`src/rtl/ibuf_pkg.sv`:
```
// Shared definitions for the input line buffer writer and its router model.
//   - Address field widths of the buffer write port (bank/row/col).
//   - Helper functions for the derived tile geometry (BUFW, LM, BUFH).
//   - wr_state_e: writer FSM state, shared so the router side can decode it.
// Optional feature macro: IBUF_WRITER_PAD_EN adds the PAD state.
package ibuf_pkg;

  localparam int unsigned BANK_W = 8;
  localparam int unsigned ROW_W  = 8;
  localparam int unsigned COL_W  = 28;

  // Buffer width: POX output columns plus the left halo of the kernel.
  function automatic int unsigned calc_bufw(input int unsigned pox,
                                            input int unsigned stride,
                                            input int unsigned ksize);
    return pox * stride + ksize / 2;
  endfunction

  // Input lines per tile.
  function automatic int unsigned calc_lm(input int unsigned poy,
                                          input int unsigned stride);
    return (stride + 1) * poy - stride;
  endfunction

  // Rows per bank (ceil(lm / poy)).
  function automatic int unsigned calc_bufh(input int unsigned lm,
                                            input int unsigned poy);
    return (lm + poy - 1) / poy;
  endfunction

  typedef enum logic [2:0] {
    IDLE,
    FILL,
    DRAIN,
    FULL
`ifdef IBUF_WRITER_PAD_EN
    ,
    PAD
`endif
  } wr_state_e;

endpackage

```
`src/rtl/ibuf_addr_gen.sv`:
```
// Write-address generator for one input tile.
// Walks col 0..BUFW-1 within a line; at the end of each line advances the
// line count and the bank, and the row when the bank wraps, so line L lands
// on bank L mod POY, row L div POY without any divider.
// Ports:
//   clk, rst_n  clock, asynchronous active-low reset
//   clear       zero all counters (start of tile)
//   step        advance to the next word address
//   last_col    current col is BUFW-1
//   last_word   current address is the final word of the tile
//   bank/row/col current write address
module ibuf_addr_gen
  import ibuf_pkg::*;
#(
  parameter int unsigned BUFW = 17,
  parameter int unsigned POY  = 3,
  parameter int unsigned BUFH = 2,
  parameter int unsigned LM   = 5
) (
  input  logic              clk,
  input  logic              rst_n,
  input  logic              clear,
  input  logic              step,
  output logic              last_col,
  output logic              last_word,
  output logic [BANK_W-1:0] bank,
  output logic [ROW_W-1:0]  row,
  output logic [COL_W-1:0]  col
);

  localparam int unsigned LINE_W = 16;

  localparam logic [COL_W-1:0]  COL_LAST  = COL_W'(BUFW - 1);
  localparam logic [BANK_W-1:0] BANK_LAST = BANK_W'(POY - 1);
  localparam logic [ROW_W-1:0]  ROW_LAST  = ROW_W'(BUFH - 1);
  localparam logic [LINE_W-1:0] LINE_LAST = LINE_W'(LM - 1);

  logic [COL_W-1:0]  col_q,  col_d;
  logic [BANK_W-1:0] bank_q, bank_d;
  logic [ROW_W-1:0]  row_q,  row_d;
  logic [LINE_W-1:0] line_q, line_d;

  assign last_col  = (col_q == COL_LAST);
  assign last_word = last_col && (line_q == LINE_LAST);
  assign bank      = bank_q;
  assign row       = row_q;
  assign col       = col_q;

  always_comb begin
    col_d  = col_q;
    bank_d = bank_q;
    row_d  = row_q;
    line_d = line_q;
    if (clear) begin
      col_d  = '0;
      bank_d = '0;
      row_d  = '0;
      line_d = '0;
    end else if (step) begin
      if (last_word) begin
        col_d  = '0;
        bank_d = '0;
        row_d  = '0;
        line_d = '0;
      end else if (last_col) begin
        col_d  = '0;
        line_d = line_q + LINE_W'(1);
        if (bank_q == BANK_LAST) begin
          bank_d = '0;
          row_d  = (row_q == ROW_LAST) ? '0 : row_q + ROW_W'(1);
        end else begin
          bank_d = bank_q + BANK_W'(1);
        end
      end else begin
        col_d = col_q + COL_W'(1);
      end
    end
  end

  always_ff @(posedge clk or negedge rst_n) begin
    if (!rst_n) begin
      col_q  <= '0;
      bank_q <= '0;
      row_q  <= '0;
      line_q <= '0;
    end else begin
      col_q  <= col_d;
      bank_q <= bank_d;
      row_q  <= row_d;
      line_q <= line_d;
    end
  end

endmodule

```
`src/rtl/ibuf_tile_writer.sv`:
```
// Write-side master of the input line buffer.
// Accepts a raster stream of activation words (valid/ready) and scatters one
// tile of LM lines x BUFW columns over POY banks. Each accepted word is
// written one cycle after its handshake; the tile is then held as full until
// the router acknowledges it.
// Optional feature macro: IBUF_WRITER_PAD_EN -- the first KSIZE/2 columns of
// every line are written with zeros generated locally (no stream word used).
// Ports:
//   clk, rst_n           clock, asynchronous active-low reset
//   tile_start           start filling a tile (IDLE only)
//   in_data/valid/ready  input stream
//   wdata/wbank/wrow/wcol/wen  registered buffer write port
//   tile_full            tile complete, waiting for tile_ack
//   tile_ack             router has consumed the tile (FULL only)
//   busy                 filling or draining
module ibuf_tile_writer
  import ibuf_pkg::*;
#(
  parameter int unsigned DW     = 32,
  parameter int unsigned POY    = 3,
  parameter int unsigned POX    = 16,
  parameter int unsigned KSIZE  = 3,
  parameter int unsigned STRIDE = 1
) (
  input  logic              clk,
  input  logic              rst_n,
  input  logic              tile_start,
  input  logic [DW-1:0]     in_data,
  input  logic              in_valid,
  output logic              in_ready,
  output logic [DW-1:0]     wdata,
  output logic [BANK_W-1:0] wbank,
  output logic [ROW_W-1:0]  wrow,
  output logic [COL_W-1:0]  wcol,
  output logic              wen,
  output logic              tile_full,
  input  logic              tile_ack,
  output logic              busy
);

  localparam int unsigned BUFW = calc_bufw(POX, STRIDE, KSIZE);
  localparam int unsigned LM   = calc_lm(POY, STRIDE);
  localparam int unsigned BUFH = calc_bufh(LM, POY);
`ifdef IBUF_WRITER_PAD_EN
  localparam int unsigned PAD_COLS = KSIZE / 2;
`endif

  wr_state_e state_q, state_d;

  logic clear;
  logic step;
`ifdef IBUF_WRITER_PAD_EN
  logic pad_write;
`endif

  logic              last_col;
  logic              last_word;
  logic [BANK_W-1:0] cur_bank;
  logic [ROW_W-1:0]  cur_row;
  logic [COL_W-1:0]  cur_col;

  logic              wen_q,   wen_d;
  logic [DW-1:0]     wdata_q, wdata_d;
  logic [BANK_W-1:0] wbank_q, wbank_d;
  logic [ROW_W-1:0]  wrow_q,  wrow_d;
  logic [COL_W-1:0]  wcol_q,  wcol_d;

  ibuf_addr_gen #(
    .BUFW (BUFW),
    .POY  (POY),
    .BUFH (BUFH),
    .LM   (LM)
  ) u_addr_gen (
    .clk       (clk),
    .rst_n     (rst_n),
    .clear     (clear),
    .step      (step),
    .last_col  (last_col),
    .last_word (last_word),
    .bank      (cur_bank),
    .row       (cur_row),
    .col       (cur_col)
  );

  always_comb begin
    state_d  = state_q;
    clear    = 1'b0;
    step     = 1'b0;
    in_ready = 1'b0;
`ifdef IBUF_WRITER_PAD_EN
    pad_write = 1'b0;
`endif
    case (state_q)
      IDLE: begin
        if (tile_start) begin
          clear = 1'b1;
`ifdef IBUF_WRITER_PAD_EN
          state_d = (PAD_COLS > 0) ? PAD : FILL;
`else
          state_d = FILL;
`endif
        end
      end
`ifdef IBUF_WRITER_PAD_EN
      PAD: begin
        step      = 1'b1;
        pad_write = 1'b1;
        if (cur_col == COL_W'(PAD_COLS - 1)) begin
          state_d = FILL;
        end
      end
`endif
      FILL: begin
        in_ready = 1'b1;
        if (in_valid) begin
          step = 1'b1;
          if (last_col) begin
            if (last_word) begin
              state_d = DRAIN;
`ifdef IBUF_WRITER_PAD_EN
            end else if (PAD_COLS > 0) begin
              state_d = PAD;
`endif
            end
          end
        end
      end
      DRAIN: begin
        state_d = FULL;
      end
      FULL: begin
        // tile_start in the same cycle is dropped on purpose.
        if (tile_ack) begin
          state_d = IDLE;
        end
      end
      default: begin
        state_d = IDLE;
      end
    endcase
  end

  // Write port: capture the address of the word written this cycle; hold
  // address and data when no write is issued.
  always_comb begin
    wen_d   = step;
    wdata_d = wdata_q;
    wbank_d = wbank_q;
    wrow_d  = wrow_q;
    wcol_d  = wcol_q;
    if (step) begin
`ifdef IBUF_WRITER_PAD_EN
      wdata_d = pad_write ? '0 : in_data;
`else
      wdata_d = in_data;
`endif
      wbank_d = cur_bank;
      wrow_d  = cur_row;
      wcol_d  = cur_col;
    end
  end

  always_ff @(posedge clk or negedge rst_n) begin
    if (!rst_n) begin
      state_q <= IDLE;
      wen_q   <= 1'b0;
      wdata_q <= '0;
      wbank_q <= '0;
      wrow_q  <= '0;
      wcol_q  <= '0;
    end else begin
      state_q <= state_d;
      wen_q   <= wen_d;
      wdata_q <= wdata_d;
      wbank_q <= wbank_d;
      wrow_q  <= wrow_d;
      wcol_q  <= wcol_d;
    end
  end

  assign wen       = wen_q;
  assign wdata     = wdata_q;
  assign wbank     = wbank_q;
  assign wrow      = wrow_q;
  assign wcol      = wcol_q;
  assign tile_full = (state_q == FULL);
`ifdef IBUF_WRITER_PAD_EN
  assign busy      = (state_q == FILL) || (state_q == DRAIN) || (state_q == PAD);
`else
  assign busy      = (state_q == FILL) || (state_q == DRAIN);
`endif

endmodule
```
`config.mk`:
```
export PLATFORM = sky130hd
export DESIGN_NAME = ibuf_tile_writer
export DESIGN_NICKNAME = d
export VERILOG_FILES = /design/src/rtl/ibuf_pkg.sv /design/src/rtl/ibuf_addr_gen.sv /design/src/rtl/ibuf_tile_writer.sv
export SDC_FILE = /design/constraint.sdc
export NUM_CORES = 1
export LEC_CHECK = 0
export CAP_MARGIN = 30
export CORE_AREA = 4 4 165 167
export DETAILED_ROUTE_END_ITERATION = 7
export DIE_AREA = 0 0 169 171
export GPL_ROUTABILITY_DRIVEN = 0
export HOLD_SLACK_MARGIN = 0.12
export PLACE_DENSITY = 0.54
export REMOVE_ABC_BUFFERS = 1
export SLEW_MARGIN = 25
export SYNTH_ARGS = -nofsm -noshare
export SYNTH_HDL_FRONTEND = slang
export SYNTH_SLANG_ARGS = --single-unit
```
`constraint.sdc`:
```
create_clock -name clk -period 2.9 [get_ports clk]
set_clock_uncertainty 0.1 [all_clocks]
set_input_delay 0.58 -clock clk [delete_from_list [all_inputs] [get_ports clk]]
set_output_delay 0.58 -clock clk [all_outputs]
set_load 0.02 [all_outputs]
```
# [Word-level counts from Yosys, hierarchy flattened]
# Cells that the tools add are included.
# Widths: inputs -> output; s select.
[totals] ff_bits=140 latchBits=0 ram_bits=0 mem_bits_ro=0 input_bits=37 memories=0
[op_classes] n_addsub=4 mul=0 div=0 magnitude_cmp=0 eq_ne=12 shifts=0 mux=30 n_bitwise=0 n_reduce_logical=9
[ops] op="$mux 28" count=4
[ops] op="$mux 8" count=11
[ops] op="$mux 16" count=4
[ops] op="$add 28x1->28 const B" count=1
[ops] op="$eq 28x5->1 const B" count=1
[ops] op="$add 16x1->16 const B" count=1
[ops] op="$add 8x1->8 const B" count=2
[ops] op="$eq 16x3->1 const B" count=1
[ops] op="$mux 3" count=5
[ops] op="$pmux 3 s4" count=1
[ops] op="$eq 8x1->1 const B" count=1
[ops] op="$eq 8x2->1 const B" count=1
[ops] op="$eq 3x2->1 const B" count=2
[ops] op="$ne 2x2->1 const B" count=3
[ops] op="$reduce_bool 3->1" count=2
[ops] op="$mux 1" count=5
[ops] op="$reduce_and 5->1" count=1
[ops] op="$ne 2x1->1 const B" count=2
[ops] op="$eq 3x1->1 const B" count=1
[ops] op="$logic_not 3->1" count=1
[ops] op="$reduce_and 3->1" count=1
[ops] op="$reduce_and 2->1" count=1
[ops] op="$reduce_bool 2->1" count=1
[ops] op="$logic_and 1x1->1" count=1
[ops] op="$logic_or 1x1->1" count=1

# [Logic depth before layout (Yosys ltp)]
# Gate-level depths: netlist of the first run.
[depth] depth_word=7 mapped_depth=10 ltp_nobuf=7

# [Hierarchy]
# From an unflattened synthesis of the first run, not the netlist that was laid out.
[unflattened] hier_cells=581 area_unflattened_um2=6887.9
[modules_own_cells] module="ibuf_addr_gen" instances=1 cells_each=400 area_per_inst_um2=3693.5
[modules_own_cells] module="ibuf_tile_writer" instances=1 cells_each=181 area_per_inst_um2=3194.3

# [Worst setup path after synthesis of the first run]
# OpenSTA, ideal clock, no wires.
[synth_timing] path_type="register to register" startpoint="register state_q[1]" endpoint="register u_addr_gen.bank_q[7] (netlist: u_addr_gen.bank[7])" setup_ns=0.099 arrival_ns=2.108 t_required_ns=2.701 setup_slack_ns=0.593 path_stages_with_launch=10 synth_period_minus_slack_ns=2.307 path_cell_list="dfrtp_1 > inv_1 > ha_1 > nand2_1 > inv_2 > nor2_1 > clkbuf_1 > clkbuf_1 > nor2_1 > a311oi_1"
[synth_between] elab_chain_len=4
[synth_lines] item="start: declaration" line="ibuf_tile_writer.sv:48" text="wr_state_e state_q, state_d;"
[synth_lines] item="start signal: assignment" line="ibuf_tile_writer.sv:172" text="state_q <= state_d;"
[synth_lines] item="$eq 3x1->1 / $logic_not 3->1 (equally long branches)" line="ibuf_tile_writer.sv:93" text="case (state_q)"
[synth_lines] item="$mux 1" line="ibuf_tile_writer.sv:93"
[synth_lines] item="$reduce_bool 2->1 (no line) / $reduce_bool 3->1 (equally long branches)"
[synth_lines] item="$reduce_and 2->1 (no line)"
[synth_lines] item="end signal: assignment" line="ibuf_addr_gen.sv:88" text="bank_q <= bank_d;"
[synth_lines] item="end: declaration" line="ibuf_addr_gen.sv:39" text="logic [BANK_W-1:0] bank_q, bank_d;"
# Parallel ways exist; a longest one is shown, timed or not.
# A chain may end at the register's enable or synchronous reset.

# [Worst setup path in the final report of the first run]
[layout_timing] startpoint="register state_q[1]" endpoint="output port in_ready"
[layout_between] elab_chain_len=2
[layout_lines] item="$eq 3x1->1" line="ibuf_tile_writer.sv:93"
[layout_lines] item="$mux 1" line="ibuf_tile_writer.sv:93"
[layout_lines] item="end: declaration" line="ibuf_tile_writer.sv:30" text="output logic in_ready,"
# Every way passes these cells.

==> results of run 1 <==
==> layout by cell type (no fill, tap or decap), types with 6 or more instances in the layout <==
cell type                         count
sky130_fd_sc_hd__and4_1               7
sky130_fd_sc_hd__inv_1               20
sky130_fd_sc_hd__and2_1               7
sky130_fd_sc_hd__nand3_1             38
sky130_fd_sc_hd__nor2_1              32
sky130_fd_sc_hd__buf_4               18
sky130_fd_sc_hd__nand2b_1             6
sky130_fd_sc_hd__dfrtp_1            139
sky130_fd_sc_hd__mux2_2              66
sky130_fd_sc_hd__nand4_1             23
sky130_fd_sc_hd__clkdlybuf4s50_1    115
sky130_fd_sc_hd__o211ai_1             6
sky130_fd_sc_hd__nand2_1             31
sky130_fd_sc_hd__clkbuf_16           17
sky130_fd_sc_hd__or4_1               12
sky130_fd_sc_hd__o31ai_1             13
sky130_fd_sc_hd__nor3_1               6
sky130_fd_sc_hd__a21oi_1             16
sky130_fd_sc_hd__xor2_1              21
sky130_fd_sc_hd__ha_1                12
sky130_fd_sc_hd__o21ai_0             20
sky130_fd_sc_hd__nor4_1               8
sky130_fd_sc_hd__and3_1              10
==> per-layer routing <==
metal / GRT usage [%] / share of wire [%]
met3: 2.773 / 5.0
met4: 3.850 / 1.2
met2: 18.20 / 45
met5: 0 / 0
met1: 17.16 / 49
==> worst min-delay path by stage <==
| stage | cells past startpoint | end | slack (ps) |
|---|---|---|---|
| detailed placement | 2 | wrow[0] | 370 |
| CTS | 2 | wrow[0] | 390 |
| global route | 2 | wcol[0] | 400 |
| global placement | 2 | wbank[0] | 360 |
| floorplan | 0 | state_q[0] | 180 |
| finish | 2 | wbank[6] | 380 |
==> stage by stage <==
stage,instances,hold WS [ps]
5_1_grt,1062,403.2
4_1_cts,1062,387.9
3_3_place_gp,1029,362.1
2_1_floorplan,557,184.4
3_5_place_dp,1029,372.5
6_report,1062,378.5
==> report_power, final <==
group	switching (mW)	total [mW]	internal, mW
sequential	0.197	2.34	2.14
combinational	0.431	0.875	0.444
clock	0.892	2.17	1.28
total	1.52	5.39	3.87
==> state kept, by name, summed over array words and instances (netlist names) <==
register and cells:
u_addr_gen.bank 8, wcol 28, state_q 2, u_addr_gen.col 28
wrow 8, wdata 32, u_addr_gen.row 8, u_addr_gen.line_q 16
wen 1, wbank 8
==> synth_stat cells, drive strengths merged (16+ instances only) <==
| cell type | number |
|---|---|
| nor2 | 32 |
| clkbuf | 18 |
| mux2 | 67 |
| a21oi | 16 |
| nand2 | 33 |
| nand3 | 38 |
| o21ai | 23 |
| xor2 | 21 |
| dfrtp | 139 |
| nand4 | 23 |
| inv | 21 |
==> layout make-up <==
cell class / instances / area (µm²) / area share [%]
clock buffer: 17 / 425.4 / 4.802
clock inverter: 15 / 163.9 / 1.850
inverter: 21 / 78.83 / 0.8898
multi-input combinational: 397 / 2925 / 33.02
sequential: 139 / 3478 / 39.27
tap: 335 / 419.2 / 4.732
timing repair buffer: 138 / 1368 / 15.44
==> cell families (layout without fill, tap and decap cells) <==
kind of cell,Yosys count,count (layout),synth area share [%]
simple gates,204,204,17.56
mux,69,69,11.69
xor+xnor,22,22,2.908
flops,139,139,52.49
buf+inv,52,191,3.399
fa+ha+maj,12,12,2.266
compound gates,90,90,9.687
==> worst reg2reg max path: cells and delay by family, from the launching register on <==
family	cells	cell delay, ps
adder cells (fa/ha/maj)	1	160
AO/OA/AOI/OAI	2	240
flip-flops	1	420
AND/OR/NAND/NOR	3	1200
buffers and inverters	2	320
==> what timing repair did <==
item	4_1_cts	5_1_grt
setup endpoints to repair	0	0
hold endpoints to repair	57	0
hold buffers	1	0
==> run_summary.xml, run 1 <==
<?xml version="1.0" encoding="UTF-8"?>
<metrics>
  <group name="worst_setup_path">
    <metric name="timing.setup.critical_path_class" unit="">reg -&gt; out</metric>
    <metric name="crit_slowest_cell" unit="">sky130_fd_sc_hd__clkdlybuf4s50_1</metric>
    <metric name="critical_path.reg2reg.startpoint" unit="">u_addr_gen.col[0]</metric>
    <metric name="timing.critical_path.max_delay_family" unit="">buffers and inverters</metric>
    <metric name="startpoint" unit="">state_q[1]</metric>
    <metric name="rrSetupSlack" unit="ps">400</metric>
    <metric name="required" unit="ps">2220</metric>
    <metric name="timing.rr.end" unit="">u_addr_gen.line_q[8]</metric>
    <metric name="worst_path_largest_cell_delay" unit="ps">650</metric>
    <metric name="worstSetupPathDepth" unit="">3</metric>
    <metric name="timing.critical_path.buf_inv" unit="">2</metric>
    <metric name="cp-end-kind" unit="">output pin</metric>
    <metric name="data_arrival_time_at_the_worst_slack_endpoint" unit="ps">1820</metric>
    <metric name="timing.critical_path.cells" unit="">inv_1 &gt; ha_1 &gt; clkdlybuf4s50_1</metric>
    <metric name="crit_end" unit="">in_ready</metric>
    <metric name="rr_worst_depth" unit="">8</metric>
    <metric name="crit_path_max_fanout" unit="">4</metric>
    <metric name="category_of_the_worst_setup_path_launch_point" unit="">flop</metric>
  </group>
  <group name="synthesis">
    <metric name="postSynthAreaPerCell" unit="µm²">11.27</metric>
    <metric name="post_synth_inst_count" unit="">588</metric>
    <metric name="yosysUniqueCellTypes" unit="">63</metric>
    <metric name="yosysTopAreaCellShare" unit="%">52.49</metric>
    <metric name="synth.yosys.warnings" unit="">0</metric>
    <metric name="synth_enable_flop_cells" unit="">0</metric>
    <metric name="asyncSetResetFlopFracSynth" unit="%">100.0</metric>
    <metric name="post-synth-top-area-cell" unit="">sky130_fd_sc_hd__dfrtp_1</metric>
    <metric name="netlist_area" unit="µm²">6626</metric>
    <metric name="number_of_storage_elements_in_the_synthesis_netlist" unit="">139</metric>
    <metric name="postSynth.topFlopCell" unit="">sky130_fd_sc_hd__dfrtp_1</metric>
    <metric name="fraction_of_the_yosys_area_taken_by_sequential_cells" unit="%">52.49</metric>
    <metric name="synth_top_cells_by_area" unit="">sky130_fd_sc_hd__dfrtp_1 (52%), sky130_fd_sc_hd__mux2_2 (11%), sky130_fd_sc_hd__nand3_1 (2.9%), sky130_fd_sc_hd__xor2_1 (2.8%), sky130_fd_sc_hd__ha_1 (2.3%)</metric>
  </group>
  <group name="placement">
    <metric name="io_buffer_count" unit="">116</metric>
    <metric name="post-dp-hpwl" unit="mm">11.52</metric>
    <metric name="placement.cell_area" unit="µm²">8259</metric>
    <metric name="place_worst_setup_slack" unit="ps">172.8</metric>
  </group>
  <group name="floorplan">
    <metric name="chipWidth" unit="µm">169</metric>
    <metric name="die_y" unit="µm">171</metric>
    <metric name="die_area" unit="µm²">28900</metric>
    <metric name="initial_util" unit="%">25.72</metric>
    <metric name="row_count" unit="">59</metric>
    <metric name="placeable_core_area" unit="µm²">25760</metric>
    <metric name="num_io_pins" unit="">117</metric>
  </group>
  <group name="cts">
    <metric name="clock_tree.buffer_depth" unit="">2</metric>
    <metric name="cts_buffers" unit="">17</metric>
    <metric name="cts.root.buffer_cell" unit="">sky130_fd_sc_hd__clkbuf_16</metric>
    <metric name="cts_tree" unit="">built</metric>
    <metric name="post_cts_resized" unit="">0</metric>
    <metric name="worstSkewPairLatency" unit="ps">420</metric>
    <metric name="cts_post_setup_buffers_inserted" unit="">0</metric>
    <metric name="numClockSinks" unit="">139</metric>
    <metric name="cts.htree.levels" unit="">4</metric>
    <metric name="clock_pin_slew_of_the_registers_on_the_worst_case_setup_and_hold_paths" unit="ps">60</metric>
  </group>
  <group name="layout">
    <metric name="finalNetCount" unit="">763</metric>
    <metric name="fin_area" unit="µm²">8859</metric>
    <metric name="antennaDiodeCount" unit="">0</metric>
    <metric name="num-fill-cells" unit="">2550</metric>
    <metric name="areaGrowthSynthToFinish" unit="%">33.69</metric>
    <metric name="share_of_post_route_cells_with_drive_strength_above_1" unit="%">18.71</metric>
    <metric name="layout.core_utilization" unit="%">34.38</metric>
  </group>
  <group name="power">
    <metric name="p_total" unit="mW">5.389</metric>
    <metric name="irDropWorstVdd" unit="mV">0.3007</metric>
    <metric name="power-per-cell-area" unit="nW/µm²">608.3</metric>
    <metric name="power_leakage" unit="nW">3.790</metric>
  </group>
  <group name="sta">
    <metric name="hold_vio_cnt_final" unit="">0</metric>
    <metric name="slew-limit-headroom" unit="%">60.63</metric>
    <metric name="finalSetupTns" unit="ps">0</metric>
    <metric name="grt_setup_unrepaired" unit="">no</metric>
    <metric name="worstMarginPinSlew" unit="ps">590.6</metric>
    <metric name="fmax" unit="GHz">0.4002</metric>
    <metric name="final.min_clock_period" unit="ps">2499</metric>
    <metric name="finalSetupViolations" unit="">0</metric>
    <metric name="final_critical_path_setup_slack" unit="ps">401.3</metric>
    <metric name="final.period_utilization" unit="%">86.16</metric>
    <metric name="final_max_slew_viol_count" unit="">0</metric>
  </group>
  <group name="detailed_routing">
    <metric name="totalWireLength" unit="mm">16.64</metric>
    <metric name="postRouteAntennaNets" unit="">0</metric>
    <metric name="via_per_inst" unit="">4.755</metric>
    <metric name="dr_total_vias" unit="">5050</metric>
    <metric name="drt_first_pass_iters" unit="">4</metric>
    <metric name="wl_per_cell" unit="µm">15.66</metric>
    <metric name="dr.first_iter.drc_count" unit="">278</metric>
    <metric name="route.detailed.drc" unit="">0</metric>
  </group>
  <group name="worst_hold_path">
    <metric name="holdCritPathClass" unit="">reg -&gt; reg</metric>
    <metric name="timing.hold.worst.start" unit="">wbank[6]</metric>
  </group>
  <group name="job">
    <metric name="timing.max_cap.violations" unit="">0</metric>
  </group>
  <group name="global_routing">
    <metric name="grt_overflow_total" unit="">0</metric>
    <metric name="grt_antenna_before_repair" unit="">0</metric>
    <metric name="global_route_wire_length_before_repair" unit="mm">28.03</metric>
    <metric name="via_count_of_the_first_global_routing_pass" unit="">5170</metric>
    <metric name="largest_net_degree_at_the_start_of_global_routing" unit="">60</metric>
    <metric name="global_route.usage.total" unit="%">12.05</metric>
  </group>
  <group name="status">
    <metric name="run_status" unit="">completed</metric>
  </group>
</metrics>
(Power assumes the default switching activity.)
==> run 2, diff against run 1 <==
--- a/config.mk
+++ b/config.mk
@@ -5,6 +5,7 @@
 export SDC_FILE = /design/constraint.sdc
 export NUM_CORES = 1
 export LEC_CHECK = 0
+export ABC_CLOCK_PERIOD_IN_PS = 2650
 export CAP_MARGIN = 30
 export CORE_AREA = 4 4 165 167
 export DETAILED_ROUTE_END_ITERATION = 7
==> constraint.sdc (replaced) <==
create_clock -name clk -period 2.65 [get_ports clk]
set_clock_uncertainty 0.1 [all_clocks]
set_input_delay 0.53 -clock clk [delete_from_list [all_inputs] [get_ports clk]]
set_output_delay 0.53 -clock clk [all_outputs]
set_load 0.02 [all_outputs]
==> run_summary.xml, run 2 (synthesized netlist as in run 1, its figures left out) <==
<?xml version="1.0" encoding="UTF-8"?>
<metrics>
  <group name="worst_hold_path">
    <metric name="holdPathStages" unit="">2</metric>
    <metric name="holdCritPathClass" unit="">reg -&gt; reg</metric>
    <metric name="timing.hold.worst.start" unit="">wcol[23]</metric>
    <metric name="whs_endpoint" unit="">wcol[23]</metric>
  </group>
  <group name="global_routing">
    <metric name="grt_antenna_before_repair" unit="">0</metric>
    <metric name="globalRoute.busiestLayer" unit="">met2</metric>
    <metric name="global_route_wire_length_before_repair" unit="mm">27.50</metric>
    <metric name="grt_overflow_total" unit="">0</metric>
    <metric name="via_count_of_the_first_global_routing_pass" unit="">5022</metric>
    <metric name="global_route.usage.total" unit="%">11.85</metric>
    <metric name="global_route.usage.met3" unit="%">3.258</metric>
    <metric name="grt.met2_usage" unit="%">17.94</metric>
    <metric name="largest_net_degree_at_the_start_of_global_routing" unit="">48</metric>
    <metric name="grt_util_met1" unit="%">16.62</metric>
  </group>
  <group name="worst_setup_path">
    <metric name="rrSetupSlack" unit="ps">240</metric>
    <metric name="timing.setup.critical_path_class" unit="">reg -&gt; out</metric>
    <metric name="timing.rr.end" unit="">u_addr_gen.line_q[3]</metric>
    <metric name="rr_worst_depth" unit="">8</metric>
    <metric name="crit_slowest_cell" unit="">sky130_fd_sc_hd__clkdlybuf4s50_1</metric>
    <metric name="timing.critical_path.cells" unit="">inv_1 &gt; ha_1 &gt; buf_4 &gt; clkdlybuf4s50_1</metric>
    <metric name="critical_path.reg2reg.startpoint" unit="">u_addr_gen.col[0]</metric>
    <metric name="required" unit="ps">2020</metric>
    <metric name="worst_path_largest_cell_delay" unit="ps">600</metric>
    <metric name="cp-end-kind" unit="">output pin</metric>
    <metric name="crit_path_max_fanout" unit="">4</metric>
    <metric name="data_arrival_time_at_the_worst_slack_endpoint" unit="ps">1850</metric>
    <metric name="category_of_the_worst_setup_path_launch_point" unit="">flop</metric>
  </group>
  <group name="cts">
    <metric name="clock_tree.buffer_depth" unit="">2</metric>
    <metric name="clock_pin_slew_of_the_registers_on_the_worst_case_setup_and_hold_paths" unit="ps">60</metric>
    <metric name="post_cts_resized" unit="">0</metric>
    <metric name="cts_tree" unit="">built</metric>
    <metric name="cts.root.buffer_cell" unit="">sky130_fd_sc_hd__clkbuf_16</metric>
    <metric name="cts_buffers" unit="">17</metric>
    <metric name="numClockSinks" unit="">139</metric>
    <metric name="cts.htree.levels" unit="">4</metric>
    <metric name="worstSkewPairLatency" unit="ps">420</metric>
  </group>
  <group name="sta">
    <metric name="worstMarginPinSlew" unit="ps">557.3</metric>
    <metric name="final_max_slew_viol_count" unit="">0</metric>
    <metric name="final_critical_path_setup_slack" unit="ps">167.8</metric>
    <metric name="final.min_clock_period" unit="ps">2482</metric>
    <metric name="hold_vio_cnt_final" unit="">0</metric>
    <metric name="final.period_utilization" unit="%">93.67</metric>
    <metric name="finalSetupViolations" unit="">0</metric>
    <metric name="fmax" unit="GHz">0.4029</metric>
    <metric name="slew-limit-headroom" unit="%">62.50</metric>
    <metric name="finalSetupTns" unit="ps">0</metric>
    <metric name="grt_setup_unrepaired" unit="">no</metric>
  </group>
  <group name="detailed_routing">
    <metric name="dr.first_iter.drc_count" unit="">291</metric>
    <metric name="route.detailed.drc" unit="">0</metric>
    <metric name="dr_total_vias" unit="">5066</metric>
    <metric name="via_per_inst" unit="">4.717</metric>
    <metric name="drt_first_pass_iters" unit="">4</metric>
    <metric name="totalWireLength" unit="mm">16.50</metric>
    <metric name="postRouteAntennaNets" unit="">0</metric>
    <metric name="wl_per_cell" unit="µm">15.36</metric>
  </group>
  <group name="placement">
    <metric name="dp_cells" unit="">1041</metric>
    <metric name="place_worst_setup_slack" unit="ps">42.45</metric>
    <metric name="placement.cell_area" unit="µm²">8374</metric>
    <metric name="post-dp-hpwl" unit="mm">11.71</metric>
    <metric name="io_buffer_count" unit="">116</metric>
  </group>
  <group name="layout">
    <metric name="antennaDiodeCount" unit="">0</metric>
    <metric name="number_of_flip_flops_under_the_largest_register_name" unit="">32</metric>
    <metric name="count_of_placed_standard_cells_in_the_final_layout_fillers_left_out" unit="">1074</metric>
    <metric name="most-common-layout-cells" unit="">sky130_fd_sc_hd__dfrtp_1 (139), sky130_fd_sc_hd__clkdlybuf4s50_1 (115), sky130_fd_sc_hd__mux2_2 (66), sky130_fd_sc_hd__nand3_1 (38), sky130_fd_sc_hd__nor2_1 (32)</metric>
    <metric name="share_of_post_route_cells_with_drive_strength_above_1" unit="%">20.03</metric>
    <metric name="layout.core_utilization" unit="%">34.76</metric>
    <metric name="finalNetCount" unit="">775</metric>
    <metric name="fin_area" unit="µm²">8956</metric>
    <metric name="layout_commonest_cell" unit="">sky130_fd_sc_hd__dfrtp_1</metric>
    <metric name="areaGrowthSynthToFinish" unit="%">35.16</metric>
    <metric name="num-fill-cells" unit="">2552</metric>
  </group>
  <group name="floorplan">
    <metric name="initial_util" unit="%">25.72</metric>
    <metric name="placeable_core_area" unit="µm²">25760</metric>
    <metric name="die_area" unit="µm²">28900</metric>
    <metric name="die_y" unit="µm">171</metric>
    <metric name="row_count" unit="">59</metric>
    <metric name="num_io_pins" unit="">117</metric>
    <metric name="chipWidth" unit="µm">169</metric>
  </group>
  <group name="power">
    <metric name="irDropWorstVdd" unit="mV">0.3381</metric>
    <metric name="power_leakage" unit="nW">3.846</metric>
    <metric name="power-per-cell-area" unit="nW/µm²">648.9</metric>
  </group>
  <group name="status">
    <metric name="run_status" unit="">completed</metric>
  </group>
  <group name="job">
    <metric name="timing.max_cap.violations" unit="">0</metric>
  </group>
</metrics>
==> run 2: timing repair <==
item                                   in CTS  in global routing
hold buffers                                1                  0
endpoints found under the hold margin      39                  0
buffers inserted                            0                  0
==> run 2: per-stage QoR <==
step	hold WS (ps)	total power [mW]
after global placement	363.9	3.566
after CTS	383.2	5.909
after global routing	402.7	6.113
after floorplan	134.4	3.058
final	373.8	5.811
after detailed placement	369.6	3.584
==> run 2: worst max path at each step <==
stage                                  from                    end  cells past startpoint
after global placement             in_valid     u_addr_gen.bank[3]                      8
after global routing      u_addr_gen.col[1]     u_addr_gen.bank[3]                      8
after detailed placement           in_valid   u_addr_gen.line_q[3]                      8
after floorplan                  state_q[1]  u_addr_gen.line_q[13]                      7
after CTS                        state_q[1]               in_ready                      4
final                            state_q[1]               in_ready                      4
==> run 2: area by class of cell <==
type                            instances  area (µm²)  area share [%]
Inverter                               21       78.83          0.8801
Timing Repair Buffer                  150        1483           16.55
Clock inverter                         13       118.9           1.327
Tap cell                              335       419.2           4.680
Multi-Input combinational cell        397        2925           32.66
Clock buffer                           19       452.9           5.057
Sequential cell                       139        3478           38.84
==> run 2: per-layer routing <==
metal / wire length (µm) / vias to the layer above
met5: 0 / -
met4: 197 / 0
met3: 994 / 13
met2: 7276 / 124
met1: 8031 / 2484
li1: - / 2445
==> run 2: power by group <==
part           leakage, nW  internal [mW]  switching [mW]  total (mW)
Clock                0.272           1.34           0.944        2.29
Sequential            1.77           2.35           0.213        2.56
Combinational         1.80          0.492           0.472       0.964
Total                 3.85           4.18            1.63        5.81
==> run 2: worst max-delay path: cells and delay by family (launching register included) <==
kind | cells | cell delay [ps]
flops | 1 | 400
fa+ha+maj | 1 | 190
buf+inv | 3 | 830
